### config.mk
export PLATFORM = sky130hd
export DESIGN_NAME = mem_bus_arbiter
export DESIGN_NICKNAME = d
export VERILOG_FILES = /design/src/rtl/mem_bus_arbiter.sv
export SDC_FILE = /design/constraint.sdc
export NUM_CORES = 1
export LEC_CHECK = 0
export CAP_MARGIN = 20
export CORE_MARGIN = 2
export CORE_UTILIZATION = 53
export DETAILED_ROUTE_END_ITERATION = 6
export HOLD_SLACK_MARGIN = 0.05
export PLACE_DENSITY_LB_ADDON = 0.2
export REMOVE_ABC_BUFFERS = 1
export SKIP_CTS_REPAIR_TIMING = 1
export SLEW_MARGIN = 10
export SYNTH_ARGS = -nofsm -noshare
export SYNTH_HDL_FRONTEND = slang
export SYNTH_SLANG_ARGS = --single-unit
### constraint.sdc
create_clock -name clk_i -period 4 [get_ports clk_i]
set_clock_uncertainty 0.05 [all_clocks]
set_input_delay 0.8 -clock clk_i [delete_from_list [all_inputs] [get_ports clk_i]]
set_output_delay 0.8 -clock clk_i [all_outputs]
set_load 0.005 [all_outputs]
### src/rtl/mem_bus_arbiter.sv
`default_nettype none
// ============================================================================
// Module  : mem_bus_arbiter
// Purpose : Round-robin owner of a shared memory-bus select mux. Registers a
//           one-hot grant plus the matching binary select, bounds how long an
//           unlocked owner may keep the bus while others wait, and lets the
//           current owner lock the bus for atomic access sequences.
// Ports   : clk_i    - rising-edge clock
//           rst_n_i  - asynchronous assert / synchronous release, active low
//           req_i    - per-requester level-sensitive bus request
//           lock_i   - per-requester lock (only the current owner's bit counts)
//           grant_o  - registered one-hot grant, all-zero when the bus is free
//           sel_o    - mux select, index of the current or last owner
//           busy_o   - high whenever grant_o is non-zero
// Revision: 1.0 - initial release
// ============================================================================
module mem_bus_arbiter #(
  parameter int CHANNELS  = 4,
  parameter int SEL_WIDTH = 2,
  parameter int MAX_HOLD  = 16
) (
  input  logic                 clk_i,
  input  logic                 rst_n_i,
  input  logic [CHANNELS-1:0]  req_i,
  input  logic [CHANNELS-1:0]  lock_i,
  output logic [CHANNELS-1:0]  grant_o,
  output logic [SEL_WIDTH-1:0] sel_o,
  output logic                 busy_o
);

  localparam int c_hold_w = $clog2(MAX_HOLD);
  localparam logic [c_hold_w-1:0] c_hold_max = c_hold_w'(MAX_HOLD - 1);

  localparam logic [0:0] c_idle  = 1'b0;
  localparam logic [0:0] c_owned = 1'b1;

  logic [0:0]           state_q, state_d;
  logic [CHANNELS-1:0]  grant_q, grant_d;
  logic [SEL_WIDTH-1:0] sel_q,   sel_d;
  logic [SEL_WIDTH-1:0] ptr_q,   ptr_d;
  logic [c_hold_w-1:0]  hold_q,  hold_d;

  logic                 w_found;
  logic [SEL_WIDTH-1:0] w_win;
  logic [SEL_WIDTH:0]   w_idx;
  logic                 w_owner_req;
  logic                 w_owner_lock;
  logic                 w_others;
  logic                 w_sat;
  logic                 w_release;

  // Rotating priority scan: first requester at or after ptr, wrapping.
  // w_idx carries one extra bit so ptr + offset never overflows before wrap.
  always_comb begin : p_scan
    w_found = 1'b0;
    w_win   = '0;
    w_idx   = '0;
    for (int i = 0; i < CHANNELS; i++) begin
      w_idx = {1'b0, ptr_q} + (SEL_WIDTH+1)'(i);
      if (w_idx >= (SEL_WIDTH+1)'(CHANNELS)) begin
        w_idx = w_idx - (SEL_WIDTH+1)'(CHANNELS);
      end
      if (!w_found && req_i[w_idx[SEL_WIDTH-1:0]]) begin
        w_found = 1'b1;
        w_win   = w_idx[SEL_WIDTH-1:0];
      end
    end
  end

  // Release terms. Only the owner's lock bit is ever looked at, so other
  // requesters cannot block a timeout handoff.
  assign w_owner_req  = req_i[sel_q];
  assign w_owner_lock = lock_i[sel_q];
  assign w_others     = |(req_i & ~grant_q);
  assign w_sat        = (hold_q == c_hold_max);
  assign w_release    = !w_owner_req || (w_sat && !w_owner_lock && w_others);

  // State register (all registered outputs live here too).
  always_ff @(posedge clk_i or negedge rst_n_i) begin : p_state
    if (!rst_n_i) begin
      state_q <= c_idle;
      grant_q <= '0;
      sel_q   <= '0;
      ptr_q   <= '0;
      hold_q  <= '0;
    end else begin
      state_q <= state_d;
      grant_q <= grant_d;
      sel_q   <= sel_d;
      ptr_q   <= ptr_d;
      hold_q  <= hold_d;
    end
  end

  // Next-state logic.
  always_comb begin : p_next
    state_d = state_q;
    case (state_q)
      c_idle:  if (w_found)   state_d = c_owned;
      c_owned: if (w_release) state_d = c_idle;
      default: state_d = c_idle;
    endcase
  end

  // Output/datapath next values. Release always goes through IDLE, which
  // gives the mandatory dead cycle between owners.
  always_comb begin : p_out
    grant_d = grant_q;
    sel_d   = sel_q;
    ptr_d   = ptr_q;
    hold_d  = hold_q;
    case (state_q)
      c_idle: begin
        if (w_found) begin
          grant_d = {{(CHANNELS-1){1'b0}}, 1'b1} << w_win;
          sel_d   = w_win;
          hold_d  = '0;
        end
      end
      c_owned: begin
        if (w_release) begin
          grant_d = '0;
          hold_d  = '0;
          // sel keeps the last owner so the mux does not toggle while idle
          ptr_d   = (sel_q == SEL_WIDTH'(CHANNELS - 1)) ? '0 : sel_q + SEL_WIDTH'(1);
        end else if (!w_sat) begin
          hold_d = hold_q + c_hold_w'(1);
        end
      end
      default: begin
        grant_d = '0;
        hold_d  = '0;
      end
    endcase
  end

  assign grant_o = grant_q;
  assign sel_o   = sel_q;
  assign busy_o  = |grant_q;

endmodule
`default_nettype wire
==> results of run 1 <==
[kinds of logic after synthesis]
family	Yosys count
AO/OA/AOI/OAI	24
flip-flops	13
buffers and inverters	4
adder cells (fa/ha/maj)	2
multiplexers	6
AND/OR/NAND/NOR	36
[routing by layer]
metal	share of wire	routed length, um	track usage
met5	0	0	0
met4	0.029	61	0.109
met3	0.058	121	0.0816
met2	0.50	1030	0.421
met1	0.41	861	0.283
[through the flow]
| step | cells | cell area [sq um] | hold slack (ns) | setup slack (ns) | util |
|---|---|---|---|---|---|
| after CTS | 120 | 1060 | 0.536 | 1.46 | 0.705 |
| after global routing | 120 | 1060 | 0.577 | 1.39 | 0.705 |
| final | 120 | 1060 | 0.539 | 1.47 | 0.705 |
| after floorplan | 84 | 856 | 0.454 | 1.84 | - |
| after global placement | 116 | 1040 | 0.488 | 1.38 | 0.688 |
| after detailed placement | 116 | 1040 | 0.514 | 1.34 | 0.688 |
[cells in the final DEF, fill, tap and decap left out, types with 3 or more instances in the layout]
cell	count
nor2b_1	4
nor2_1	5
o221ai_1	3
dfrtp_1	13
clkdlybuf4s50_1	16
nand2_1	13
a21oi_1	3
and3_1	3
inv_1	3
o211ai_1	4
clkbuf_4	3
[how the worst max path moves through the flow]
stage,to,slack (ns),cells past startpoint
finish,busy_o,1.47,2
global route,busy_o,1.39,2
CTS,busy_o,1.46,2
detailed placement,hold_q[1],1.34,5
global placement,hold_q[3],1.38,5
floorplan,ptr_q[0],1.84,3
[registers in the layout (all words and copies together) (netlist names)]
name	count
state_q	1
ptr_q	2
hold_q	4
grant_o	4
sel_o	2
[worst min-delay path, cell delays in order (launching register included)]
cell and delay (ns):
dfrtp_1 0.43, nand2_1 0.07, o31ai_1 0.06
[final cells by class]
| class | count | area (sq um) |
|---|---|---|
| Fill cell | 119 | 444 |
| Multi-Input combinational cell | 68 | 519 |
| Inverter | 3 | 11.3 |
| Sequential cell | 13 | 325 |
| Timing Repair Buffer | 16 | 160 |
| Clock buffer | 4 | 26.3 |
| Tap cell | 16 | 20.0 |
[power by group]
part           internal [mW]  switching, mW  total (mW)  leakage (nW)
combinational          0.201          0.164       0.364         0.236
sequential             0.185         0.0781       0.263         0.167
clock                 0.0388         0.0457      0.0845        0.0150
==> flow_summary.json, run 1 <==
{
  "status": "completed",
  "critical_path.top_delay_family": "simple AND/OR/NAND/NOR gates",
  "synth_edf_count": 0,
  "ys_warn_count": 0,
  "synth.area.top_cells": "dfrtp_1 (38%), nand2_1 (5.7%), o211ai_1 (3.5%)",
  "critPathCaptureType": "output pin",
  "wire_per_inst_um": 17.3,
  "rows": 14,
  "reg2reg_slack_ns": 2.01,
  "synth_xor_area_frac": 0,
  "post-dp-hpwl_mm": 1.50,
  "first_pass_iters": 4,
  "seq_area_frac_synth": 0.378,
  "synth_top_area_cell": "dfrtp_1",
  "initial_core_util": 0.571,
  "die_area_sq_um": 1960,
  "cpMaxStageDelayCell": "or4_1",
  "via_per_inst": 6.58,
  "p_per_area_nw_per_um2": 670,
  "synth_cell_type_count": 36,
  "root_buffer": "clkbuf_4",
  "worstSetupPathType": "reg2out",
  "worstPathCellList": "or4_1 > clkdlybuf4s50_1",
  "muxShareOfSynthArea": 0.108,
  "cts_sinks": 13,
  "fin_crit_ns": 2.53,
  "ir_drop_mv": 0.401,
  "cap_violations": 0,
  "drt_iter0_markers": 24,
  "worstPathRequired_ns": 3.15,
  "clk_pin_slew_ns": 0.08,
  "io_buffer_count": 16,
  "finalMaxSlewViolations": 0,
  "synth-simple-area-share": 0.230,
  "grt_use_total": 0.248,
  "synth_area_per_cell_sq_um": 10.1,
  "routed_wirelength_mm": 2.08,
  "io_pins": 17,
  "area_delta_synth_final_pct": 23.6,
  "hold_end": "hold_q[3]",
  "cp-start-kind": "flop",
  "rsz0062_at_grt": "no",
  "grt_pass1_vias": 747,
  "min_delay_path_depth": 2,
  "cts_max_level": 1,
  "slowest_delay_ns": 0.51,
  "drive_gt1_frac": 0.106,
  "fin_crit_sh": 0.634,
  "netlist.area_leader.share": 0.378,
  "clock_latency_ns": 0.29,
  "crit_fanout": 5,
  "clockBufferDepth": 2,
  "core_region_area_sq_um": 1510,
  "ant_nets": 0,
  "cts_tree": "done",
  "synth_common_cells": "dfrtp_1 (13), nand2_1 (13), nor2_1 (5), nor2b_1 (4), o211ai_1 (4)",
  "synthAdderAreaFrac": 0.0291,
  "grt-ovfl-total": 0,
  "power_leakage_nw": 0.418,
  "die_h_um": 44.3,
  "ys_seq_elements": 13,
  "reg2reg_to": "ptr_q[1]",
  "r2r-start": "sel_o[0]",
  "synth_top_family_by_area": "compound AO/OA/AOI/OAI gates",
  "grt_pass1_wl_mm": 3.43,
  "setup_tns_ns": 0,
  "tightest_slew_ns": 0.680,
  "num_antenna_cells": 0,
  "max-slew-margin-rel": 0.546,
  "die_w_um": 44.3,
  "vias": 790,
  "cp_num_buf_inv": 1,
  "fmax_mhz": 395,
  "netlist_area_sq_um": 860,
  "grt_max_degree": 14,
  "synthCells": 85,
  "ys_async_sr_fraction": 1.00,
  "cts_made_buffers": 3,
  "finalSetupViolCount": 0,
  "hold_viol_final": 0,
  "ys.flop_type": "dfrtp_1",
  "hold_class": "reg2reg",
  "antenna_found_initial": 0,
  "arrival_ns": 1.68,
  "drc_errors": 0,
  "reg2reg_depth": 3,
  "p_total_mw": 0.712,
  "gp_congestion": 0.915,
  "hp-start": "hold_q[3]",
  "startpoint": "grant_o[1]",
  "num-nets-final": 117,
  "synth_compound_area_frac": 0.237
}
Power figures use the tool's default switching activity.
==> inputs of run 2 (changes only) <==
--- a/config.mk
+++ b/config.mk
@@ -7,7 +7,7 @@
 export LEC_CHECK = 0
 export CAP_MARGIN = 20
 export CORE_MARGIN = 2
-export CORE_UTILIZATION = 53
+export CORE_UTILIZATION = 45
 export DETAILED_ROUTE_END_ITERATION = 6
 export HOLD_SLACK_MARGIN = 0.05
 export PLACE_DENSITY_LB_ADDON = 0.2
==> constraint.sdc (replaced) <==
create_clock -name clk_i -period 2.25 [get_ports clk_i]
set_clock_uncertainty 0.05 [all_clocks]
set_input_delay 0.45 -clock clk_i [delete_from_list [all_inputs] [get_ports clk_i]]
set_output_delay 0.45 -clock clk_i [all_outputs]
set_load 0.005 [all_outputs]
==> run 2 against run 1 <==
Count of clock-buffer cells in the layout did not move. Global-route usage fell by 3.7 points. Via count did not move. Power rose by 82%. Sequential share of layout area fell by 2.1 points. Critical path type unchanged. Highest routed layer unchanged.
==> flow_summary.json, run 2 (synthesized netlist as in run 1, its figures left out) <==
{
  "cp_num_buf_inv": 1,
  "p_total_mw": 1.30,
  "grt-ovfl-total": 0,
  "drive_gt1_frac": 0.177,
  "tightest_slew_ns": 0.599,
  "cts_max_level": 1,
  "fin_crit_ns": 2.16,
  "grt_pass1_vias": 762,
  "routed_wirelength_mm": 1.99,
  "area_delta_synth_final_pct": 32.8,
  "critical_path.top_delay_family": "simple AND/OR/NAND/NOR gates",
  "arrival_ns": 1.66,
  "cts_tree": "done",
  "grt_pass1_wl_mm": 3.33,
  "grt_use_total": 0.211,
  "drt_iter0_markers": 23,
  "fin_crit_sh": 0.961,
  "worstPathRequired_ns": 1.75,
  "clockBufferDepth": 2,
  "rsz0062_at_grt": "no",
  "hold_class": "in2async",
  "cap_violations": 0,
  "crit_fanout": 4,
  "root_buffer": "clkbuf_4",
  "num_antenna_cells": 0,
  "io_pins": 17,
  "critPathCaptureType": "output pin",
  "wire_per_inst_um": 14.4,
  "grt_max_degree": 14,
  "fin_hold_ws_ns": 0.491,
  "cts_made_buffers": 3,
  "layout_commonest_cell": "clkdlybuf4s50_1",
  "rows": 15,
  "cts_sinks": 13,
  "worstPathCellList": "or4_1 > clkdlybuf4s50_1",
  "gp_congestion": 0.849,
  "max-slew-margin-rel": 0.599,
  "power_leakage_nw": 0.462,
  "ir_drop_mv": 0.802,
  "drc_errors": 0,
  "layout_common_cells": "clkdlybuf4s50_1 (16), nand2_1 (13), dfrtp_1 (13)",
  "via_per_inst": 5.72,
  "finalSetupViolCount": 0,
  "fill_cells": 165,
  "die_area_sq_um": 2280,
  "antenna_found_initial": 0,
  "vias": 790,
  "fmax_mhz": 462,
  "post-dp-hpwl_mm": 1.54,
  "finalMaxSlewViolations": 0,
  "status": "completed",
  "slowest_delay_ns": 0.51,
  "num-nets-final": 126,
  "initial_core_util": 0.487,
  "die_h_um": 47.7,
  "first_pass_iters": 4,
  "io_buffer_count": 16,
  "worstSetupPathType": "reg2out",
  "clock_latency_ns": 0.28,
  "ant_nets": 0,
  "core_region_area_sq_um": 1760,
  "p_per_area_nw_per_um2": 1140,
  "cpMaxStageDelayCell": "or4_1",
  "die_w_um": 47.7,
  "hold_viol_final": 0,
  "clk_pin_slew_ns": 0.09,
  "cp-start-kind": "flop"
}
[run 2: changes by cell type in the layout (fill, tap and decap cells not counted), sizes merged]
cell | before | now
buf | 0 | 9
[run 2: metrics by stage]
| step | util | setup WS, ns | area (sq um) | cells | setup TNS (ns) |
|---|---|---|---|---|---|
| detailed placement | 0.623 | -0.0437 | 1100 | 132 | -0.122 |
| global placement | 0.623 | 0.0131 | 1100 | 132 | 0 |
| global route | 0.647 | 0.0196 | 1140 | 138 | 0 |
| finish | 0.647 | 0.0872 | 1140 | 138 | 0 |
| CTS | 0.638 | 0.0584 | 1130 | 136 | 0 |
| floorplan | - | 0.392 | 856 | 84 | 0 |
[run 2: where the power goes]
group          switching (mW)  internal, mW  total [mW]
Clock                  0.0820        0.0687       0.151
Sequential              0.131         0.329       0.460
Combinational           0.290         0.397       0.687
[run 2: worst reg2reg max path, delay by kind of cell (launching register included)]
kind | cells | cell delay, ns
AOI/OAI and AO/OA | 1 | 0.34
DFF | 1 | 0.48
muxes | 2 | 0.94
[run 2: worst paths after layout]
| path | startpoint | end | slack [ns] | depth (start not counted) |
|---|---|---|---|---|
| min in group clk_i | hold_q[3] | hold_q[3] | 0.53 | 2 |
| worst min register to register | hold_q[3] | hold_q[3] | 0.53 | 2 |
| worst max register to register | sel_o[0] | ptr_q[0] | 0.32 | 3 |
| worst min-delay path | rst_n_i | grant_o[3] | 0.49 | 1 |
| worst max-delay path | grant_o[0] | busy_o | 0.09 | 2 |
| max in group asynchronous | rst_n_i | hold_q[1] | 1.27 | 1 |
[run 2: layer usage]
layer,global-route usage,share of wire
met5,0,0
met4,0.0649,0.012
met3,0.0491,0.042
met2,0.347,0.48
met1,0.274,0.47
[run 2: final cells by class]
| cell class | instances | area [sq um] | area share |
|---|---|---|---|
| timing repair buffer | 25 | 228 | 0.200 |
| multi-input combinational | 68 | 519 | 0.455 |
| tap | 25 | 31.3 | 0.0274 |
| sequential | 13 | 325 | 0.285 |
| clock buffer | 4 | 26.3 | 0.0230 |
| inverter | 3 | 11.3 | 0.00987 |
